`config.mk`:
```
export PLATFORM = sky130hd
export DESIGN_NAME = divider_signed_seq
export DESIGN_NICKNAME = d
export VERILOG_FILES = /design/src/rtl/div_pkg.sv /design/src/rtl/divider_signed_seq_udiv_core.sv /design/src/rtl/divider_signed_seq.sv
export SDC_FILE = /design/constraint.sdc
export NUM_CORES = 1
export LEC_CHECK = 0
export CAP_MARGIN = 20
export CORE_MARGIN = 2
export CORE_UTILIZATION = 50
export CTS_CLUSTER_SIZE = 10
export DETAILED_ROUTE_END_ITERATION = 10
export GPL_ROUTABILITY_DRIVEN = 1
export PLACE_DENSITY = 0.83
export REMOVE_ABC_BUFFERS = 1
export SYNTH_ARGS = -nofsm -noshare
export SYNTH_HDL_FRONTEND = slang
export SYNTH_SLANG_ARGS = --single-unit
```
`constraint.sdc`:
```
create_clock -name clk -period 3.27 [get_ports clk]
set_input_delay 0.4905 -clock clk [delete_from_list [all_inputs] [get_ports clk]]
set_output_delay 0.4905 -clock clk [all_outputs]
set_load 0.005 [all_outputs]
```
`src/rtl/div_pkg.sv`:
```
// div_pkg: shared FSM states, width limits and two's-complement magnitude helper for divider_signed_seq
package div_pkg;
  typedef enum logic [1:0] {IDLE, CALC, FIX, DONE} state_t;
  localparam int DIV_MIN_WIDTH = 4;
  localparam int DIV_MAX_WIDTH = 64;
  function automatic logic [DIV_MAX_WIDTH-1:0] mag(input logic [DIV_MAX_WIDTH-1:0] v, input logic neg);
    return neg ? -v : v;
  endfunction
endpackage

```
`src/rtl/divider_signed_seq_udiv_core.sv`:
```
// udiv_core: unsigned radix-2 shift-subtract engine, one quotient bit per step, borrow from a WIDTH+1 bit accumulator
module udiv_core #(
  parameter int WIDTH = 32
) (
  input  logic             clk,
  input  logic             reset,
  input  logic             load,
  input  logic             step,
  input  logic [WIDTH-1:0] dvd,
  input  logic [WIDTH-1:0] dvs,
  output logic [WIDTH-1:0] quo,
  output logic [WIDTH-1:0] rem,
  output logic             last
);
  localparam int CNT_W = $clog2(WIDTH + 1);
  logic [WIDTH:0] acc, sh, diff;
  logic [WIDTH-1:0] q, d;
  logic [CNT_W-1:0] cnt;
  assign sh = (acc << 1) | {{WIDTH{1'b0}}, q[WIDTH-1]};
  assign diff = sh - {1'b0, d};
  assign last = step && cnt == CNT_W'(WIDTH - 1);
  assign quo = q;
  assign rem = acc[WIDTH-1:0];
  always_ff @(posedge clk) begin
    if (reset) begin
      acc <= '0;
      q <= '0;
      d <= '0;
      cnt <= '0;
    end else if (load) begin
      acc <= '0;
      q <= dvd;
      d <= dvs;
      cnt <= '0;
    end else if (step) begin
      acc <= diff[WIDTH] ? sh : diff;
      q <= {q[WIDTH-2:0], ~diff[WIDTH]};
      cnt <= cnt + CNT_W'(1);
    end
  end
endmodule

```
`src/rtl/divider_signed_seq.sv`:
```
// divider_signed_seq: signed/unsigned sequential divider with start/done handshake; DIV_OVERFLOW_DETECT_EN flags signed MIN/-1 as error
module divider_signed_seq
  import div_pkg::*;
#(
  parameter int WIDTH = 32
) (
  input  logic             clk,
  input  logic             reset,
  input  logic             start,
  input  logic             signed_mode,
  input  logic [WIDTH-1:0] dividend,
  input  logic [WIDTH-1:0] divisor,
  output logic [WIDTH-1:0] quotient,
  output logic [WIDTH-1:0] remainder,
  output logic             error,
  output logic             done,
  output logic             busy
);
  localparam logic [WIDTH-1:0] MIN = {1'b1, {(WIDTH-1){1'b0}}};
  if (WIDTH < DIV_MIN_WIDTH || WIDTH > DIV_MAX_WIDTH) begin : g_bad_width
    $error("divider_signed_seq: unsupported WIDTH");
  end
  state_t state;
  logic neg_q, neg_r, accept, zero, ovf, last;
  logic [WIDTH-1:0] quo, rem, dvd_mag, dvs_mag;
  assign accept = state == IDLE && start;
  assign zero = divisor == '0;
`ifdef DIV_OVERFLOW_DETECT_EN
  assign ovf = signed_mode && dividend == MIN && divisor == '1;
`else
  assign ovf = 1'b0;
`endif
  assign dvd_mag = WIDTH'(mag(DIV_MAX_WIDTH'(dividend), signed_mode & dividend[WIDTH-1]));
  assign dvs_mag = WIDTH'(mag(DIV_MAX_WIDTH'(divisor), signed_mode & divisor[WIDTH-1]));
  assign busy = state != IDLE;
  assign done = state == DONE;
  udiv_core #(.WIDTH(WIDTH)) u_core (
    .clk  (clk),
    .reset(reset),
    .load (accept && !zero && !ovf),
    .step (state == CALC),
    .dvd  (dvd_mag),
    .dvs  (dvs_mag),
    .quo  (quo),
    .rem  (rem),
    .last (last)
  );
  always_ff @(posedge clk) begin
    if (reset) begin
      state <= IDLE;
      quotient <= '0;
      remainder <= '0;
      error <= 1'b0;
      neg_q <= 1'b0;
      neg_r <= 1'b0;
    end else begin
      case (state)
        IDLE: if (start) begin
          neg_q <= signed_mode & (dividend[WIDTH-1] ^ divisor[WIDTH-1]);
          neg_r <= signed_mode & dividend[WIDTH-1];
          if (zero || ovf) begin
            state <= DONE;
            quotient <= zero ? '1 : MIN;
            remainder <= zero ? dividend : '0;
            error <= 1'b1;
          end else begin
            state <= CALC;
          end
        end
        CALC: if (last) state <= FIX;
        FIX: begin
          state <= DONE;
          quotient <= neg_q ? -quo : quo;
          remainder <= neg_r ? -rem : rem;
          error <= 1'b0;
        end
        default: state <= IDLE;
      endcase
    end
  end
endmodule

```
==> flow_summary.json <==
{
  "final_cells": 1884,
  "cp.required_ps": 3610,
  "maxSlewViolCount": 0,
  "hold_violations": 0,
  "clk_latency_ps": 430,
  "via_count": 11100,
  "period_share_pct": 95.5,
  "cap_violations": 0,
  "timing.rr.start": "u_core.quo[31]$_SDFFE_PP0P_",
  "timing.fmax_mhz": 320,
  "drc_errors": 0,
  "status": "finished, final reports clean",
  "firstDrtPassIters": 8,
  "num-fill-cells": 1926,
  "cp_slowest_cell": "fa_1",
  "vdd_ir_drop_max_v": 0.000822,
  "post_drt_wl_per_cell_um": 16.0,
  "powerDensity_mw_per_mm2": 999,
  "synth_warnings": 0,
  "synth-edff-count": 0,
  "regArea_mm2": 0.00342,
  "dieArea_mm2": 0.0241,
  "antennaDiodeCount": 0,
  "grt_pass1_wl_um": 49300,
  "pin_count": 135,
  "min_from": "remainder[1]$_SDFFE_PP0P_",
  "p_leak_uw": 0.00518,
  "multi_input_area_mm2": 0.00747,
  "crit_end": "u_core.acc[23]$_SDFFE_PP0P_",
  "setup_viol": 0,
  "die_w_um": 155,
  "portBuffers": 134,
  "die_y_um": 155,
  "drtAntennaViolNets": 0,
  "crit_type": "register to register",
  "cts_tree": "done",
  "r2r_end": "u_core.acc[23]$_SDFFE_PP0P_",
  "cts_buffer_depth": 2,
  "ys.flop_type": "dfxtp_1",
  "drive_gt1_share_pct": 8.88,
  "hold_class": "register to register",
  "start_util_pct": 50.7,
  "rows": 55,
  "grtUsageTotal_pct": 24.7,
  "worstPathCellList": "inv_1 > ha_1 > fa_1 > nand2b_1 > a21oi_2 > o21ai_0 > o21ai_1 > buf_4 > a31oi_4 > mux2i_2 > nand2_2 > buf_12 > mux2i_1 > a211oi_1",
  "dp.cells": 1853,
  "synthArstFlopShare_pct": 0,
  "rsz0062_at_grt": "false",
  "netlist_area_mm2": 0.0114,
  "synth_top_area_cell": "dfxtp_1",
  "clockRootBuffer": "clkbuf_16",
  "period_needed_ps": 3120,
  "ys_types": 73,
  "antenna_found_initial": 0,
  "core_area_mm2": 0.0226,
  "yosys-top-cells-area": "dfxtp_1 (30%), xor2_1 (7.4%), nor2_1 (5.9%)",
  "drt_wl_total_um": 30200,
  "r2r.worst_path.cells": 14,
  "worstPathMaxFanout": 31,
  "slowest_delay_ps": 400,
  "overflow": 0,
  "worst_setup_path_start_kind": "register",
  "vias_per_cell": 5.90,
  "area_growth_pct": 22.9,
  "numClockSinks": 171,
  "syn_area_per_cell_um2": 7.87,
  "tightest_slew_ps": 1010,
  "nets": 1698,
  "finalPower_uw": 14000,
  "crit_arrival_ps": 3460,
  "gp_congestion": 0.899,
  "seq_area_frac_synth_pct": 29.9,
  "grt_pass1_vias": 10300,
  "drt_iter0_drc": 758,
  "syn_inst": 1453,
  "ys_ff_latch": 171,
  "reg2reg_slack_ps": 150,
  "grt_max_degree": 102,
  "relSlewSlack_pct": 32.7,
  "worstSetupEndpointType": "register",
  "numCtsBuffers": 17,
  "cts.clk_slew.worst_paths_ps": 70,
  "synthDominantCellAreaShare_pct": 29.9,
  "htreeDepth": 4,
  "crit_start": "u_core.quo[31]$_SDFFE_PP0P_",
  "dp_hpwl_um": 22800,
  "skew_ps": 8.24
}
## area by class of cell
cell class	count	area share, %
multi-input combinational	1127	53.1
sequential	171	24.4
timing repair buffer	214	14.4
clock buffer	19	3.22
tap	285	2.54
inverter	56	1.50
clock inverter	12	0.837
## kinds of logic after synthesis
family                   synth area share [%]
AO/OA/AOI/OAI                            25.2
XOR/XNOR                                 11.0
adder cells (fa/ha/maj)                  4.77
buffers and inverters                    5.40
flip-flops                               29.9
multiplexers                             5.19
AND/OR/NAND/NOR                          18.5
## state kept, by name, indices dropped and copies added (netlist names)
name        cells
quotient       32
remainder      32
neg_r           1
u_core.quo     32
state           2
u_core.cnt      6
error           1
neg_q           1
u_core.d       32
u_core.acc     32
## per-layer routing
metal | track usage (%) | vias up | wire length [um]
li1 | - | 5543 | -
met1 | 30.9 | 5137 | 13000
met2 | 43.0 | 358 | 14500
met3 | 2.62 | 73 | 1540
met4 | 10.7 | 0 | 1100
met5 | 0 | - | 0
## Yosys cell counts, drive strengths merged, types with 27 or more instances
cell type and number:
a21oi 100, a211oi 76, ha 42, o21ai 86, nand2 120, a311oi 35
nor3 33, xnor2 48, o31ai 34, clkbuf 73, dfxtp 171, nor2 182
xor2 96, mux2i 57, o211ai 27, inv 55
## power by group
group,switching (uW),total (uW),internal [uW]
registers,612,3240,2630
clock network,880,1970,1090
logic,4910,8830,3920
total,6400,14000,7640
## worst max-delay path, delay by kind of cell, from the launching register on
family	cells	cell delay, ps
buffers and inverters	3	460
flip-flops	1	370
multiplexers	2	370
AND/OR/NAND/NOR	2	310
adder cells (fa/ha/maj)	2	660
AO/OA/AOI/OAI	5	850
## cells in the final DEF, fill, tap and decap left out, types with 30 or more instances in the layout
cell type,instances
a211oi_1,75
a21oi_1,98
a311oi_1,35
buf_4,74
clkdlybuf4s50_1,133
dfxtp_1,170
ha_1,40
inv_1,55
mux2i_1,56
nand2_1,119
nor2_1,180
nor3_1,30
o21ai_0,84
o31ai_1,32
xnor2_1,48
xor2_1,96
## timing repair
item,CTS,global route
gates resized for setup,0,5
hold buffers,0,0
hold endpoints to repair,0,0
setup endpoints to repair,0,24
buffers inserted,0,0
## worst min-delay path by stage
stage                                endpoint  slack (ps)  cells past startpoint
CTS                 remainder[1]$_SDFFE_PP0P_         460                      2
floorplan           u_core.d[16]$_SDFFE_PP0P_         430                      2
detailed placement  remainder[1]$_SDFFE_PP0P_         450                      2
global route        remainder[5]$_SDFFE_PP0P_         470                      2
finish              remainder[1]$_SDFFE_PP0P_         460                      2
global placement    remainder[3]$_SDFFE_PP0P_         440                      2
## per-stage QoR
step,cell area (um^2),hold WS (ps),TNS (ps),setup slack (ps),utilization (%)
after global placement,13500,440,0,6.66,59.7
after floorplan,11000,426,-69780,-980,-
final,14100,456,0,148,62.3
after detailed placement,13500,448,-3680,-113,59.7
after global routing,14100,469,0,35.3,62.3
after CTS,14000,460,0,25.5,62.2
No activity file was read; power rests on OpenSTA's default activity.
==> RTL change: new RTL, config.mk and constraints unchanged <==
The 4 states of `state_t` get a one-hot encoding in 4 bits.
--- a/src/rtl/div_pkg.sv
+++ b/src/rtl/div_pkg.sv
@@ -1,6 +1,6 @@
 // div_pkg: shared FSM states, width limits and two's-complement magnitude helper for divider_signed_seq
 package div_pkg;
-  typedef enum logic [1:0] {IDLE, CALC, FIX, DONE} state_t;
+  typedef enum logic [3:0] {IDLE = 4'b0001, CALC = 4'b0010, FIX = 4'b0100, DONE = 4'b1000} state_t;
   localparam int DIV_MIN_WIDTH = 4;
   localparam int DIV_MAX_WIDTH = 64;
   function automatic logic [DIV_MAX_WIDTH-1:0] mag(input logic [DIV_MAX_WIDTH-1:0] v, input logic neg);
Function: no difference found for any inputs over 4 cycles, from zero or initial values and one cycle with reset high; so few cycles prove little.
==> RTL change against the unedited design <==
Clock skew grew 0.00067 ns; utilization increased by 2.4 points; sequential cell count increased by 2; final area up 0.66%; synthesized cell count decreased by 1.7%; synthesized area shrank 2.0%; setup slack got worse by 0.087 ns; final cell count fell by 0.16%; routed wire length rose by 2.5%; hold slack better by 0.0022 ns; critical endpoint is now u_core.acc[11]; largest cell class unchanged.
Power is not compared: it rests on default switching activity, and its combinational part moved more than twofold at a synthesized area within 25%.
==> RTL change: results (changes against the unedited design) <==
- The slew at the pin with the worst max-slew slack is 0.980 ns (was 1.01 ns).
- The peak per-stage delay on the critical path was 0.36 ns (was 0.40 ns).
- The layout net count came to 1694 (was 1698).
- The violation count after the first detailed-route iteration is 764 (was 758).
- Commonest cells post-synth: sky130_fd_sc_hd__nor2_1 (186), sky130_fd_sc_hd__dfxtp_1 (173), sky130_fd_sc_hd__a21oi_1 (142) (was sky130_fd_sc_hd__nor2_1 (180), sky130_fd_sc_hd__dfxtp_1 (171), sky130_fd_sc_hd__nand2_1 (119)).
- The placed standard-cell area is 13300 um^2 (was 13500 um^2).
- The leakage power total is 5.42 nW.
- The number of cells traversed by the worst register-to-register path came to 16 (was 14).
- The cell at the root of the clock tree is sky130_fd_sc_hd__clkbuf_16 (unchanged).
- The average vias per placed instance is 5.90 (about the same).
- The post-synthesis cell type count is 72 (was 73).
- Run status: completed (unchanged).
- The final critical-path required period is 3.21 ns (was 3.12 ns).
- The worst flop-to-flop path endpoint is u_core.acc[11] (was u_core.acc[23]).
- The cell with the largest stage delay on the worst path is sky130_fd_sc_hd__a2111oi_4 (was sky130_fd_sc_hd__fa_1).
- The pre-CTS worst setup slack is -0.123 ns (was -0.113 ns).
- The pin count of the biggest net entering global routing is 97 (was 102).
- The signal arrival time at the worst endpoint is 3.50 ns (was 3.46 ns).
- The total wire length after detailed routing came to 30900 um (was 30200 um).
- The final clock skew is 0.00891 ns (was 0.00824 ns).
- The final RePlAce weighted congestion is 0.877 (was 0.899).
- The wire length of the first global-routing pass was 49500 um (was 49300 um).
- The estimated wirelength of the detail-placed design was 22300 um (was 22800 um).
- The via count came to 11.1k (about the same).
- The global-route total usage across every layer is 24.9% (was 24.7%).
- The gate count of the mapped netlist came to 1428 (was 1453).
- The count of port buffers added during placement is 134 (unchanged).
- The biggest fanout along the worst timing path was 7 (was 31).
- The via count of the first global-routing pass came to 10.2k (was 10.3k).
- The ratio of cells with drive above 1 in the final layout is 11.3% (was 8.88%).
- The startpoint of the most critical setup path was u_core.quo[31] (unchanged).
- The sequential fraction of the synthesis area is 30.9% (was 29.9%).
- The number of placed instances, taps included is 1841 (was 1853).
- The first-pass detailed-route iteration total is 7 (was 8).
- Cell types with the largest area share after synthesis: sky130_fd_sc_hd__dfxtp_1 (31%), sky130_fd_sc_hd__xor2_1 (8.4%), sky130_fd_sc_hd__a21oi_1 (6.3%) (was sky130_fd_sc_hd__dfxtp_1 (30%), sky130_fd_sc_hd__xor2_1 (7.4%), sky130_fd_sc_hd__nor2_1 (5.9%)).
- The minimum setup slack among reg-to-reg paths was 0.06 ns (was 0.15 ns).
[RTL change: cell count changes after synthesis, sizes merged, moves of 23 or more]
cell	change
o211ai	-25
nand2	-23
mux2i	-33
a21oi	+42
a22oi	+30
a311oi	-34
[RTL change: worst min-delay path by stage]
stage,start,end,cells after the start
2_1_floorplan,u_core.d[26],u_core.d[26],2
3_3_place_gp,u_core.d[26],u_core.d[26],2
3_5_place_dp,u_core.d[26],u_core.d[26],2
4_1_cts,u_core.d[26],u_core.d[26],2
5_1_grt,u_core.d[31],u_core.d[31],2
6_report,u_core.d[26],u_core.d[26],2
[RTL change: power by group]
part	internal (mW)	switching, mW
Clock	1.30	0.915
Combinational	0.751	0.959
Sequential	2.21	0.104
Total	4.26	1.98
[RTL change: cell families (layout without fill, tap and decap cells)]
kind of cell | after synthesis | count (layout) | share of synthesized area, %
flip-flops | 173 | 173 | 30.9
XOR/XNOR | 151 | 151 | 12.0
AO/OA/AOI/OAI | 459 | 459 | 26.7
buffers and inverters | 143 | 316 | 5.00
AND/OR/NAND/NOR | 440 | 440 | 19.0
adder cells (fa/ha/maj) | 38 | 38 | 4.31
multiplexers | 24 | 24 | 2.14
[RTL change: layout make-up]
type                            instances  area (um^2)
Fill cell                            1830         7740
Multi-Input combinational cell       1112         7280
Sequential cell                       173         3470
Timing Repair Buffer                  234         2240
Clock buffer                           18          429
Tap cell                              280          350
Clock inverter                         14          205
Inverter                               50          188
[RTL change: stage by stage]
step / hold slack [ns] / setup TNS, ns
2_1_floorplan: 0.426 / -978.35
3_3_place_gp: 0.440 / -0.370
3_5_place_dp: 0.449 / -4.52
4_1_cts: 0.458 / 0
5_1_grt: 0.494 / -0.990
6_report: 0.458 / 0
[RTL change: layer usage]
layer / track usage, % / part of all wire, % / vias up
li1: - / - / 5496
met1: 32.7 / 43 / 5136
met2: 42.1 / 48 / 398
met3: 3.35 / 6.1 / 62
met4: 8.69 / 2.3 / 0
met5: 0 / 0 / -
[RTL change: repair_timing]
| action | CTS | global route |
|---|---|---|
| setup buffers | 0 | 4 |
| endpoints found under the setup margin | 10 | 32 |
| pin swaps | 0 | 5 |
| gates resized for setup | 1 | 17 |
| cloned | 0 | 3 |
| hold endpoints to repair | 0 | 0 |
[RTL change: critical path, delay by kind of cell, from the launching register on]
family,cells,cell delay [ns]
compound gates,6,0.93
flops,1,0.34
mux,1,0.25
xor+xnor,1,0.17
fa+ha+maj,2,0.54
buf+inv,5,0.70
simple gates,1,0.13
